File: config.mk
export PLATFORM = sky130hd
export DESIGN_NAME = card_datapath_flat
export DESIGN_NICKNAME = d
export VERILOG_FILES = /design/src/rtl/card_datapath_if.sv /design/src/rtl/card_datapath.sv /design/src/flat_wrapper.sv
export SDC_FILE = /design/constraint.sdc
export NUM_CORES = 1
export LEC_CHECK = 0
export CAP_MARGIN = 0
export CORE_MARGIN = 2
export CORE_UTILIZATION = 55
export CTS_CLUSTER_SIZE = 8
export DETAILED_ROUTE_END_ITERATION = 10
export HOLD_SLACK_MARGIN = 0.06
export PLACE_DENSITY = 0.89
export SYNTH_ARGS = -nofsm -noshare
export SYNTH_HDL_FRONTEND = slang
export SYNTH_SLANG_ARGS = --single-unit
export TNS_END_PERCENT = 5
File: constraint.sdc
create_clock -name slow_clock -period 6.79 [get_ports slow_clock]
set_input_delay 1.358 -clock slow_clock [delete_from_list [all_inputs] [get_ports slow_clock]]
set_output_delay 1.358 -clock slow_clock [all_outputs]
set_load 0.03 [all_outputs]
File: src/rtl/card_datapath_if.sv
// Bus between the dealing state machine (master) and the baccarat hand datapath (slave).
// The master drives the one-hot load strobes and reads back cards, scores and the deal count.
interface card_datapath_if;
    logic       load_pcard1;
    logic       load_pcard2;
    logic       load_pcard3;
    logic       load_dcard1;
    logic       load_dcard2;
    logic       load_dcard3;
    logic [3:0] new_card;
    logic [3:0] pcard1;
    logic [3:0] pcard2;
    logic [3:0] pcard3;
    logic [3:0] dcard1;
    logic [3:0] dcard2;
    logic [3:0] dcard3;
    logic [3:0] pscore;
    logic [3:0] dscore;
    logic [7:0] deal_count;

    modport master (
        output load_pcard1, load_pcard2, load_pcard3,
        output load_dcard1, load_dcard2, load_dcard3,
        input  new_card, pcard1, pcard2, pcard3, dcard1, dcard2, dcard3,
        input  pscore, dscore, deal_count
    );

    modport slave (
        input  load_pcard1, load_pcard2, load_pcard3,
        input  load_dcard1, load_dcard2, load_dcard3,
        output new_card, pcard1, pcard2, pcard3, dcard1, dcard2, dcard3,
        output pscore, dscore, deal_count
    );
endinterface

File: src/rtl/card_datapath.sv
// Baccarat hand datapath: cycling 1..13 card source, six card slots, mod-10 hand scores
// and a saturating count of cards dealt since reset.
module card_datapath (
    input  logic           slow_clock,
    input  logic           resetb,
    card_datapath_if.slave bus
);
    localparam int NUM_SLOTS = 6;

    logic [NUM_SLOTS-1:0] load_vec;
    logic [3:0]           card_q [NUM_SLOTS];
    logic [3:0]           card_d [NUM_SLOTS];
    logic [3:0]           new_card_q;
    logic [3:0]           new_card_d;
    logic [7:0]           deal_count_q;
    logic [7:0]           deal_count_d;
    logic [2:0]           load_cnt;
    logic [8:0]           count_sum;

    // Slots 0..2 are player cards 1..3, slots 3..5 are dealer cards 1..3.
    assign load_vec = {bus.load_dcard3, bus.load_dcard2, bus.load_dcard1,
                       bus.load_pcard3, bus.load_pcard2, bus.load_pcard1};

    function automatic logic [3:0] card_value(input logic [3:0] card);
        return (card != 4'd0 && card <= 4'd9) ? card : 4'd0;
    endfunction

    function automatic logic [3:0] hand_score(input logic [3:0] c1, input logic [3:0] c2,
                                              input logic [3:0] c3);
        logic [4:0] sum;
        sum = {1'b0, card_value(c1)} + {1'b0, card_value(c2)} + {1'b0, card_value(c3)};
        if (sum >= 5'd20)
            return 4'(sum - 5'd20);
        else if (sum >= 5'd10)
            return 4'(sum - 5'd10);
        else
            return sum[3:0];
    endfunction

    for (genvar gi = 0; gi < NUM_SLOTS; gi++) begin : g_slot
        assign card_d[gi] = load_vec[gi] ? new_card_q : card_q[gi];
    end

    always_comb begin
        load_cnt = 3'd0;
        for (int i = 0; i < NUM_SLOTS; i++) begin
            load_cnt = load_cnt + {2'b00, load_vec[i]};
        end
    end

    // Carry out of the 9-bit sum means the count passed 255.
    assign count_sum    = {1'b0, deal_count_q} + {6'b000000, load_cnt};
    assign deal_count_d = count_sum[8] ? 8'hFF : count_sum[7:0];
    assign new_card_d   = (new_card_q == 4'd13) ? 4'd1 : new_card_q + 4'd1;

    always_ff @(posedge slow_clock) begin
        if (!resetb) begin
            for (int i = 0; i < NUM_SLOTS; i++) begin
                card_q[i] <= 4'd0;
            end
            new_card_q   <= 4'd1;
            deal_count_q <= 8'd0;
        end else begin
            for (int i = 0; i < NUM_SLOTS; i++) begin
                card_q[i] <= card_d[i];
            end
            new_card_q   <= new_card_d;
            deal_count_q <= deal_count_d;
        end
    end

    assign bus.new_card   = new_card_q;
    assign bus.pcard1     = card_q[0];
    assign bus.pcard2     = card_q[1];
    assign bus.pcard3     = card_q[2];
    assign bus.dcard1     = card_q[3];
    assign bus.dcard2     = card_q[4];
    assign bus.dcard3     = card_q[5];
    assign bus.pscore     = hand_score(card_q[0], card_q[1], card_q[2]);
    assign bus.dscore     = hand_score(card_q[3], card_q[4], card_q[5]);
    assign bus.deal_count = deal_count_q;
endmodule

File: src/flat_wrapper.sv
// flat-port wrapper written by rule: the top's interface ports become plain ports
module card_datapath_flat 
  (slow_clock, resetb, bus_load_pcard1, bus_load_pcard2, bus_load_pcard3, bus_load_dcard1, bus_load_dcard2, bus_load_dcard3, bus_new_card, bus_pcard1, bus_pcard2, bus_pcard3, bus_dcard1, bus_dcard2, bus_dcard3, bus_pscore, bus_dscore, bus_deal_count);
  card_datapath_if bus_i ();
  input  logic slow_clock;
  input  logic resetb;
  input wire logic [$bits(bus_i.load_pcard1)-1:0] bus_load_pcard1;
  input wire logic [$bits(bus_i.load_pcard2)-1:0] bus_load_pcard2;
  input wire logic [$bits(bus_i.load_pcard3)-1:0] bus_load_pcard3;
  input wire logic [$bits(bus_i.load_dcard1)-1:0] bus_load_dcard1;
  input wire logic [$bits(bus_i.load_dcard2)-1:0] bus_load_dcard2;
  input wire logic [$bits(bus_i.load_dcard3)-1:0] bus_load_dcard3;
  output wire logic [$bits(bus_i.new_card)-1:0] bus_new_card;
  output wire logic [$bits(bus_i.pcard1)-1:0] bus_pcard1;
  output wire logic [$bits(bus_i.pcard2)-1:0] bus_pcard2;
  output wire logic [$bits(bus_i.pcard3)-1:0] bus_pcard3;
  output wire logic [$bits(bus_i.dcard1)-1:0] bus_dcard1;
  output wire logic [$bits(bus_i.dcard2)-1:0] bus_dcard2;
  output wire logic [$bits(bus_i.dcard3)-1:0] bus_dcard3;
  output wire logic [$bits(bus_i.pscore)-1:0] bus_pscore;
  output wire logic [$bits(bus_i.dscore)-1:0] bus_dscore;
  output wire logic [$bits(bus_i.deal_count)-1:0] bus_deal_count;
  assign bus_i.load_pcard1 = bus_load_pcard1;
  assign bus_i.load_pcard2 = bus_load_pcard2;
  assign bus_i.load_pcard3 = bus_load_pcard3;
  assign bus_i.load_dcard1 = bus_load_dcard1;
  assign bus_i.load_dcard2 = bus_load_dcard2;
  assign bus_i.load_dcard3 = bus_load_dcard3;
  assign bus_new_card = bus_i.new_card;
  assign bus_pcard1 = bus_i.pcard1;
  assign bus_pcard2 = bus_i.pcard2;
  assign bus_pcard3 = bus_i.pcard3;
  assign bus_dcard1 = bus_i.dcard1;
  assign bus_dcard2 = bus_i.dcard2;
  assign bus_dcard3 = bus_i.dcard3;
  assign bus_pscore = bus_i.pscore;
  assign bus_dscore = bus_i.dscore;
  assign bus_deal_count = bus_i.deal_count;
  card_datapath u_core (.slow_clock(slow_clock), .resetb(resetb), .bus(bus_i));
endmodule
==> flow_metrics.env, run 1 <==
export IMPL_crit_path_max_incr_delay_ns=0.73
export IMPL_finalSetupViolCount=0
export IMPL_cts_clk_slew_worst_paths_ns=0.07
export IMPL_reg2regPathDepth=7
export IMPL_worstMarginPinSlew_ns=0.996
export IMPL_core_area_um2=4320
export IMPL_hold_viol=0
export IMPL_grt_usage=0.221
export IMPL_hold_start="u_core.card_q[0][16]$_SDFFE_PN0P_"
export IMPL_cp_slowest_cell="clkdlybuf4s50_1"
export IMPL_power_density_nw_per_um2=232
export IMPL_slew_viol_final=0
export IMPL_synth_area_mux_share=0.103
export IMPL_maxUsedRoutingLayer="met4"
export IMPL_crit_start="u_core.card_q[0][11]$_SDFFE_PN0P_"
export IMPL_r2r_start="u_core.bus.deal_count[0]$_SDFF_PN0_"
export IMPL_drt_iter0_drc=129
export IMPL_period_share=0.798
export IMPL_first_global_vias=1987
export IMPL_drt_pass1_iterations=4
export IMPL_synth_top_family_by_area="adder cells"
export IMPL_synth_distinct_cells=43
export IMPL_rows=24
export IMPL_cts_buffers=5
export IMPL_yosys_warnings=0
export IMPL_synthSimpleGateAreaFrac=0.194
export IMPL_async_flop_share=0
export IMPL_clk_path_buf_depth=2
export IMPL_synth_edf_count=0
export IMPL_syn_area_um2=2450
export IMPL_hold_depth=2
export IMPL_timing_slew_headroom=0.335
export IMPL_grt_max_degree=34
export IMPL_initial_core_util=0.566
export IMPL_post_cts_resized=0
export IMPL_wl_met3_um=267
export IMPL_crit_cells=11
export IMPL_grt_first_pass_wirelength_um=9030
export IMPL_syn_avg_cell_area_um2=8.89
export IMPL_cts_tree="yes"
export IMPL_met2_wirelength_um=2520
export IMPL_nets=360
export IMPL_start_kind="flop"
export IMPL_required_ns=5.43
export IMPL_numClockSinks=36
export IMPL_dr_total_vias=2075
export IMPL_critPathTopFamily="adder cells"
export IMPL_die_w_um=70.7
export IMPL_fin_skew_ns=0.00621
export IMPL_gp_congestion=0.844
export IMPL_clk_latency_ns=0.29
export IMPL_ys_seq_elements=36
export IMPL_synthCells=275
export IMPL_cts_hold_fix_buffers=0
export IMPL_via_per_inst=5.56
export IMPL_synth_adder_area_share=0.207
export IMPL_end_kind="primary output"
export IMPL_dpl_hpwl_um=4030
export IMPL_synth_compound_area_frac=0.123
export IMPL_ios=52
export IMPL_cp_num_buf_inv=1
export IMPL_route_final_wire_length_um=5320
export IMPL_gr_total_overflow=0
export IMPL_drt_met1_wl_um=2480
export IMPL_fmax_ghz=0.185
export IMPL_synthFlopType="dfxtp_1"
export IMPL_synthXorXnorAreaFrac=0.0174
export IMPL_cts_root_buf="clkbuf_8"
export IMPL_area_growth_pct=25.2
export IMPL_drcViolationCount=0
export IMPL_path_class="reg -> out"
export IMPL_post_cts_setup_buffers=0
export IMPL_crit_chain="o21ai_0 -> and2_1 -> fa_1 -> ha_1 -> fa_1 -> ha_1 -> nor2b_1 -> o32ai_1 -> nor2_1 -> o41ai_1 -> clkdlybuf4s50_1"
export IMPL_antenna_found_initial=0
export IMPL_status="finished, final reports clean"
export IMPL_die_y_um=70.7
export IMPL_fin_util=0.708
export IMPL_setup_tns_ns=0
export IMPL_n_antenna_cell=0
export IMPL_layout_drive_gt1_share=0.0436
export IMPL_postSynthNetCount=315
export IMPL_hold_class="reg -> reg"
export IMPL_wl_per_cell_um=14.3
export IMPL_ir_drop_mv=0.157
export IMPL_r2r_slack_ns=4.85
export IMPL_rsz0062_at_grt="no"
export IMPL_ant_nets=0
export IMPL_worstPathMaxFanout=6
export IMPL_cp_arrival_ns=4.06
export IMPL_yosysSeqAreaShare=0.295
export IMPL_maxCapViolCount=0
export IMPL_cts_max_level=2
export IMPL_p_leak_nw=1.34
export IMPL_dieArea_um2=5000
export IMPL_io_buffers=51
export IMPL_finalCriticalPeriod_ns=5.42
sequential cells by signal (all words and copies together), names as in the netlist:
register               cells
u_core.bus.new_card        4
u_core.bus.deal_count      8
u_core.card_q             24
report_power, final:
group	switching (mW)	internal, mW
Combinational	0.168	0.127
Clock	0.0731	0.0827
Sequential	0.0285	0.232
through the flow:
step | hold WS, ns | area [µm²] | power [mW] | std cells | worst slack [ns]
2_1_floorplan | 0.642 | 2450 | 0.462 | 275 | 1.66
3_3_place_gp | 0.504 | 2970 | 0.549 | 365 | 1.76
3_5_place_dp | 0.510 | 2970 | 0.559 | 365 | 1.67
4_1_cts | 0.531 | 3060 | 0.714 | 373 | 1.43
5_1_grt | 0.571 | 3060 | 0.755 | 373 | 1.19
6_report | 0.528 | 3060 | 0.712 | 373 | 1.37
Yosys cell counts, types with 6 or more instances:
library cell	instances	area share
fa_1	14	0.11
nor2_1	50	0.077
inv_1	27	0.041
mux2i_1	24	0.098
nand2b_1	13	0.033
and2_1	6	0.015
o21ai_0	11	0.023
clkbuf_1	10	0.015
ha_1	18	0.092
dfxtp_1	36	0.29
nor3b_1	6	0.018
layout make-up:
cell class	count	area [µm²]
Timing Repair Buffer	51	510
Multi-Input combinational cell	199	1580
Inverter	27	101
Sequential cell	36	721
Fill cell	332	1260
Clock buffer	8	90.1
Tap cell	52	65.1
worst min-delay path: stages (launching register included):
cell     delay, ns
dfxtp_1       0.35
mux2i_1       0.07
nor2_1        0.07
per-layer routing:
layer / GRT usage / vias to the layer above
met4: 0.0650 / 0
li1: - / 1015
met3: 0.0399 / 7
met5: 0 / -
met1: 0.294 / 996
met2: 0.370 / 57
kinds of logic (layout without fill, tap and decap cells):
kind of cell	after synthesis	count (layout)
multiplexers	25	25
buffers and inverters	40	86
flip-flops	36	36
AND/OR/NAND/NOR	96	96
AO/OA/AOI/OAI	42	42
XOR/XNOR	4	4
adder cells (fa/ha/maj)	32	32
placed cells by master (no fill, tap or decap), drive strengths merged, types with 2 or more instances in the layout:
| cell type | instances |
|---|---|
| a211oi | 3 |
| a21o | 2 |
| a21oi | 3 |
| a31oi | 3 |
| and2 | 6 |
| clkbuf | 8 |
| clkdlybuf4s50 | 51 |
| dfxtp | 36 |
| fa | 14 |
| ha | 18 |
| inv | 27 |
| mux2i | 24 |
| nand2 | 5 |
| nand2b | 13 |
| nand3 | 4 |
| nor2 | 51 |
| nor2b | 3 |
| nor3 | 5 |
| nor3b | 6 |
| o211ai | 2 |
| o21ai | 11 |
| o21ba | 2 |
| o22ai | 5 |
| o32ai | 3 |
| xnor2 | 2 |
| xor2 | 2 |
path summary, 6_finish.rpt:
path                                         endpoint
setup / recovery                        bus_pscore[3]
hold / removal      u_core.card_q[0][16]$_SDFFE_PN0P_
setup reg to reg  u_core.bus.deal_count[4]$_SDFF_PN0_
hold reg to reg     u_core.card_q[0][16]$_SDFFE_PN0P_
(Power assumes the default switching activity.)
==> run 2: changes to the inputs <==
- CORE_UTILIZATION: 55 -> 46
- PLACE_DENSITY: 0.89 -> 0.8
- clock period: 6.79 -> 4.9 ns (I/O delays scaled with it)
==> flow_metrics.env, run 2 (synthesis gave the netlist of run 1 again) <==
export IMPL_dr_total_vias=2031
export IMPL_place_area_um2=3030
export IMPL_gp_congestion=0.905
export IMPL_r2r_start="u_core.bus.deal_count[0]$_SDFF_PN0_"
export IMPL_cts_clk_slew_worst_paths_ns=0.07
export IMPL_wl_per_cell_um=13.6
export IMPL_worstPathMaxFanout=6
export IMPL_cp_arrival_ns=3.66
export IMPL_post_cts_resized=4
export IMPL_via_per_inst=5.14
export IMPL_die_w_um=76.9
export IMPL_p_leak_nw=1.40
export IMPL_hold_class="reg -> reg"
export IMPL_rows=26
export IMPL_fmax_ghz=0.216
export IMPL_cts_max_level=2
export IMPL_setup_tns_ns=0
export IMPL_cp_slowest_cell="fa_1"
export IMPL_crit_start="u_core.card_q[0][7]$_SDFFE_PN0P_"
export IMPL_antenna_found_initial=0
export IMPL_r2r_slack_ns=2.98
export IMPL_finalCriticalPeriod_ns=4.64
export IMPL_final_common_cell="nor2_1"
export IMPL_rsz0062_at_grt="no"
export IMPL_cts_buffers=5
export IMPL_numClockSinks=36
export IMPL_n_antenna_cell=0
export IMPL_fin_cells=395
export IMPL_route_final_wire_length_um=5380
export IMPL_ir_drop_mv=0.267
export IMPL_cts_root_buf="clkbuf_8"
export IMPL_largest_register="u_core.card_q"
export IMPL_start_kind="flop"
export IMPL_dieArea_um2=5920
export IMPL_path_class="reg -> out"
export IMPL_clk_path_buf_depth=2
export IMPL_grt_first_pass_wirelength_um=9110
export IMPL_nets=364
export IMPL_finalSetupViolCount=0
export IMPL_die_y_um=76.9
export IMPL_layout_drive_gt1_share=0.0708
export IMPL_area_growth_pct=27.0
export IMPL_io_buffers=51
export IMPL_maxCapViolCount=0
export IMPL_hold_viol=0
export IMPL_drt_pass1_iterations=4
export IMPL_nFillCells=428
export IMPL_gr_total_overflow=0
export IMPL_power_density_nw_per_um2=316
export IMPL_pre_cts_ws_ns=0.222
export IMPL_dpl_hpwl_um=4180
export IMPL_grt_max_degree=34
export IMPL_end_kind="primary output"
export IMPL_slew_viol_final=0
export IMPL_timing_slew_headroom=0.314
export IMPL_finalWorstSetupSlack_ns=0.265
export IMPL_drcViolationCount=0
export IMPL_hold_start="u_core.card_q[0][20]$_SDFFE_PN0P_"
export IMPL_design_area_um2=3110
export IMPL_post_cts_setup_buffers=0
export IMPL_crit_path_max_incr_delay_ns=0.53
export IMPL_status="finished, final reports clean"
export IMPL_crit_chain="o21ai_0 -> and2_1 -> fa_1 -> ha_1 -> fa_1 -> inv_1 -> ha_1 -> and2b_1 -> a31oi_1 -> o21ai_0 -> o32ai_1 -> dlygate4sd2_1"
export IMPL_drt_iter0_drc=66
export IMPL_largest_reg_flops=24
export IMPL_required_ns=3.92
export IMPL_period_share=0.946
export IMPL_cts_hold_fix_buffers=0
export IMPL_clk_latency_ns=0.28
export IMPL_dpl_cell_count=387
export IMPL_ios=52
export IMPL_initial_core_util=0.479
export IMPL_ant_nets=0
export IMPL_grt_usage=0.188
export IMPL_cts_tree="yes"
export IMPL_worstMarginPinSlew_ns=1.03
export IMPL_fin_skew_ns=0.00379
export IMPL_most_common_layout_cells="nor2_1, clkdlybuf4s50_1, dfxtp_1, inv_1, mux2i_1"
export IMPL_core_area_um2=5110
export IMPL_first_global_vias=1983
[run 2: cell count changes in the layout (fill, tap and decap cells not counted), sizes merged]
cell / before / now
clkdlybuf4s50: 51 / 45
buf: 0 / 4
clkinv: 0 / 2
dlymetal6s2s: 0 / 2
clkbuf: 8 / 9
dlygate4sd2: 0 / 1
[run 2: worst max-delay path, delay by kind of cell, from the launching register on]
family | cells | cell delay [ns]
AO/OA/AOI/OAI | 4 | 0.66
adder cells (fa/ha/maj) | 4 | 1.35
AND/OR/NAND/NOR | 2 | 0.40
flip-flops | 1 | 0.41
buffers and inverters | 2 | 0.55
[run 2: final timing paths]
kind / to / depth (start not counted)
max reg2reg: u_core.bus.deal_count[4]$_SDFF_PN0_ / 7
min reg2reg: u_core.card_q[0][20]$_SDFFE_PN0P_ / 2
min: u_core.card_q[0][20]$_SDFFE_PN0P_ / 2
max: bus_pscore[2] / 12
[run 2: stage by stage]
step / util / hold slack [ns] / total power, mW
6_report: 0.608 / 0.522 / 0.982
2_1_floorplan: - / 0.642 / 0.640
3_3_place_gp: 0.592 / 0.501 / 0.768
5_1_grt: 0.608 / 0.562 / 1.05
3_5_place_dp: 0.592 / 0.515 / 0.779
4_1_cts: 0.610 / 0.531 / 0.989
[run 2: routing by layer]
layer / vias to the layer above / GRT usage / routed length (µm)
met3: 11 / 0.0412 / 242
met4: 0 / 0.0618 / 104
met2: 54 / 0.321 / 2590
li1: 1028 / - / -
met1: 938 / 0.234 / 2440
met5: - / 0 / 0
[run 2: power by group]
| group | switching, mW | internal [mW] | leakage [nW] |
|---|---|---|---|
| combinational | 0.233 | 0.172 | 1.06 |
| clock | 0.102 | 0.112 | 0.0510 |
| sequential | 0.0405 | 0.321 | 0.294 |
| total | 0.376 | 0.606 | 1.40 |
[run 2: area by class of cell]
| cell class | count | area [µm²] | share of cell area |
|---|---|---|---|
| multi-input cells | 199 | 1580 | 0.507 |
| clock inverters | 2 | 10.0 | 0.00322 |
| well taps | 70 | 87.6 | 0.0282 |
| clock buffers | 6 | 82.6 | 0.0266 |
| repair buffers | 55 | 529 | 0.170 |
| inverters | 27 | 101 | 0.0326 |
| flip-flops and latches | 36 | 721 | 0.232 |
==> RTL edit, RTL diff (flow settings as in run 2) <==
Make the reset (`resetb`) asynchronous in one clocked block.
--- a/src/rtl/card_datapath.sv
+++ b/src/rtl/card_datapath.sv
@@ -53,7 +53,7 @@
     assign deal_count_d = count_sum[8] ? 8'hFF : count_sum[7:0];
     assign new_card_d   = (new_card_q == 4'd13) ? 4'd1 : new_card_q + 4'd1;
 
-    always_ff @(posedge slow_clock) begin
+    always_ff @(posedge slow_clock or negedge resetb) begin
         if (!resetb) begin
             for (int i = 0; i < NUM_SLOTS; i++) begin
                 card_q[i] <= 4'd0;
Function: differs if resetb is asserted again (counterexample within 4 cycles, from zero or initial values and one cycle with resetb low); with resetb held inactive, the same outputs for 10 cycles.
==> RTL edit against run 2 <==
  * Cell count decreased by 7.3%
  * Cell area increased by 3.3%
  * Routed wire length decreased by 1.5%
  * Sequential share of layout area increased by 4.9 points
  * Clock skew decreased by 1.7 ps
  * Critical path type unchanged
  * Sequential cell count unchanged
  * Core utilization increased by 0.83 points
  * Worst setup slack got worse by 210 ps
  * Area after synthesis increased by 3.4%
  * Critical path depth unchanged
  * Total power increased by 30%
==> RTL edit: results (changes against run 2) <==
| Metric | Value |
|---|---|
| ClkCell Share | `0.0281 (was 0.0298)` |
| Fraction of area in registers | `0.281 (was 0.232)` |
| Crit-path slowest cell | `fa_2 (was fa_1)` |
| Status | `finished clean (unchanged)` |
| Final period utilization | `0.990 (was 0.946)` |
| Fin area | `3210 um^2 (was 3110 um^2)` |
| Layout Skew | `2.04 ps (was 3.79 ps)` |
| R2R Setup Slk | `3000 ps (was 2980 ps)` |
| Async SR Flop Fraction | `1.00 (was 0)` |
| Routed vias/inst | `5.06 (was 5.14)` |
| Post-Synth Adder-Cell Area | `0.190 (was 0.207)` |
| Comb_multi_in | `172 (was 199)` |
| Worst vdd ir | `390 uV (was 267 uV)` |
| Synth top cells by count | `dfrtp_1, inv_1, mux2_2, nand2_1, nand2b_1 (was nor2_1, dfxtp_1, inv_1, mux2i_1, ha_1)` |
| CP Data Arrival Time | `3870 ps (was 3660 ps)` |
| Nonclk inv count | `28 (was 27)` |
| Yosys cell types | `37 (was 43)` |
| Non-clock buffers, area share | `0.157 (was 0.170)` |
| Layout cell share with drive strength beyond 1 | `0.152 (was 0.0708)` |
| RR Startpoint | `u_core.bus.deal_count[0] (unchanged)` |
| Die X | `78.1 um (was 76.9 um)` |
| Routability-driven placement congestion ratio | `0.773 (was 0.905)` |
| R2r worst-path depth | `6 (was 7)` |
| Comb. pwr | `672 uW (was 406 uW)` |
| Fraction of area in multi-input gates | `0.474 (was 0.507)` |
| Hold EP | `u_core.bus.pcard2[0] (was u_core.card_q[0][20])` |
| Global-route usage over all layers | `0.185 (was 0.188)` |
| Sequential cell count | `36 (unchanged)` |
| Clock buf count | `8 (was 6)` |
| Resized Gates After CTS | `5 (was 4)` |
| Post-synthesis mux area share | `0.124 (was 0.103)` |
| Fillers | `447 (was 428)` |
| First-pass GRT wire length | `9.04 mm (was 9.11 mm)` |
| Slew margin rel. | `0.700 (was 0.314)` |
| Worst slack, placed | `36.6 ps (was 222 ps)` |
| Synth top area cells | `dfrtp_1, mux2_2, fa_1, ha_1, nand2b_1 (was dfxtp_1, fa_1, mux2i_1, ha_1, nor2_1)` |
| Worst hold stages | `1 (was 2)` |
| Leak | `1.46 nW (was 1.40 nW)` |
| Synthesized Nets | `278 (was 315)` |
| Vias in the first global route | `1899 (was 1983)` |
| Crit path largest cell delay | `590 ps (was 530 ps)` |
| Final nets | `333 (was 364)` |
| Worst Setup SP | `u_core.bus.pcard3[3] (was u_core.card_q[0][7])` |
| Placement Cell Area | `3120 um^2 (was 3030 um^2)` |
| Initial antenna violation count | `0 (unchanged)` |
| Worst hold path startpoint | `u_core.bus.pcard2[0] (was u_core.card_q[0][20])` |
| Signal buffers | `52 (was 55)` |
| HPWL Detailed | `4.16 mm (was 4.18 mm)` |
| 1st-iter DRT viols | `48 (was 66)` |
| Internal power | `749 uW (was 606 uW)` |
| Primary FF master, synth | `dfrtp_1 (was dfxtp_1)` |
| Sequential-to-total area share from yosys stat | `0.357 (was 0.295)` |
| Compound-cell area share of the yosys netlist | `0.106 (was 0.123)` |
## RTL edit: cell count changes in the layout (fill, tap and decap cells not counted), moves of 4 or more
| cell | before | now |
|---|---|---|
| nand2b_1 | 13 | 17 |
| o21ai_0 | 11 | 16 |
| nand2_1 | 5 | 17 |
| mux2_2 | 1 | 27 |
| nor2_1 | 50 | 10 |
| dfxtp_1 | 36 | 0 |
| dfrtp_1 | 0 | 35 |
| mux2i_1 | 24 | 1 |
| o22ai_1 | 5 | 1 |
## RTL edit: metal layers
metal / track usage / wire length (um) / vias to the layer above
met1: 0.242 / 2350 / 900
met4: 0.0439 / 31 / 0
li1: - / - / 910
met3: 0.0483 / 234 / 5
met2: 0.309 / 2670 / 37
met5: 0 / 0 / -
## RTL edit: metrics by stage
step / hold WS (ps) / std cells / power, mW
CTS: 542 / 366 / 1.28
global placement: 523 / 358 / 1.06
finish: 539 / 366 / 1.28
detailed placement: 528 / 358 / 1.08
global route: 572 / 366 / 1.36
floorplan: 667 / 240 / 0.844
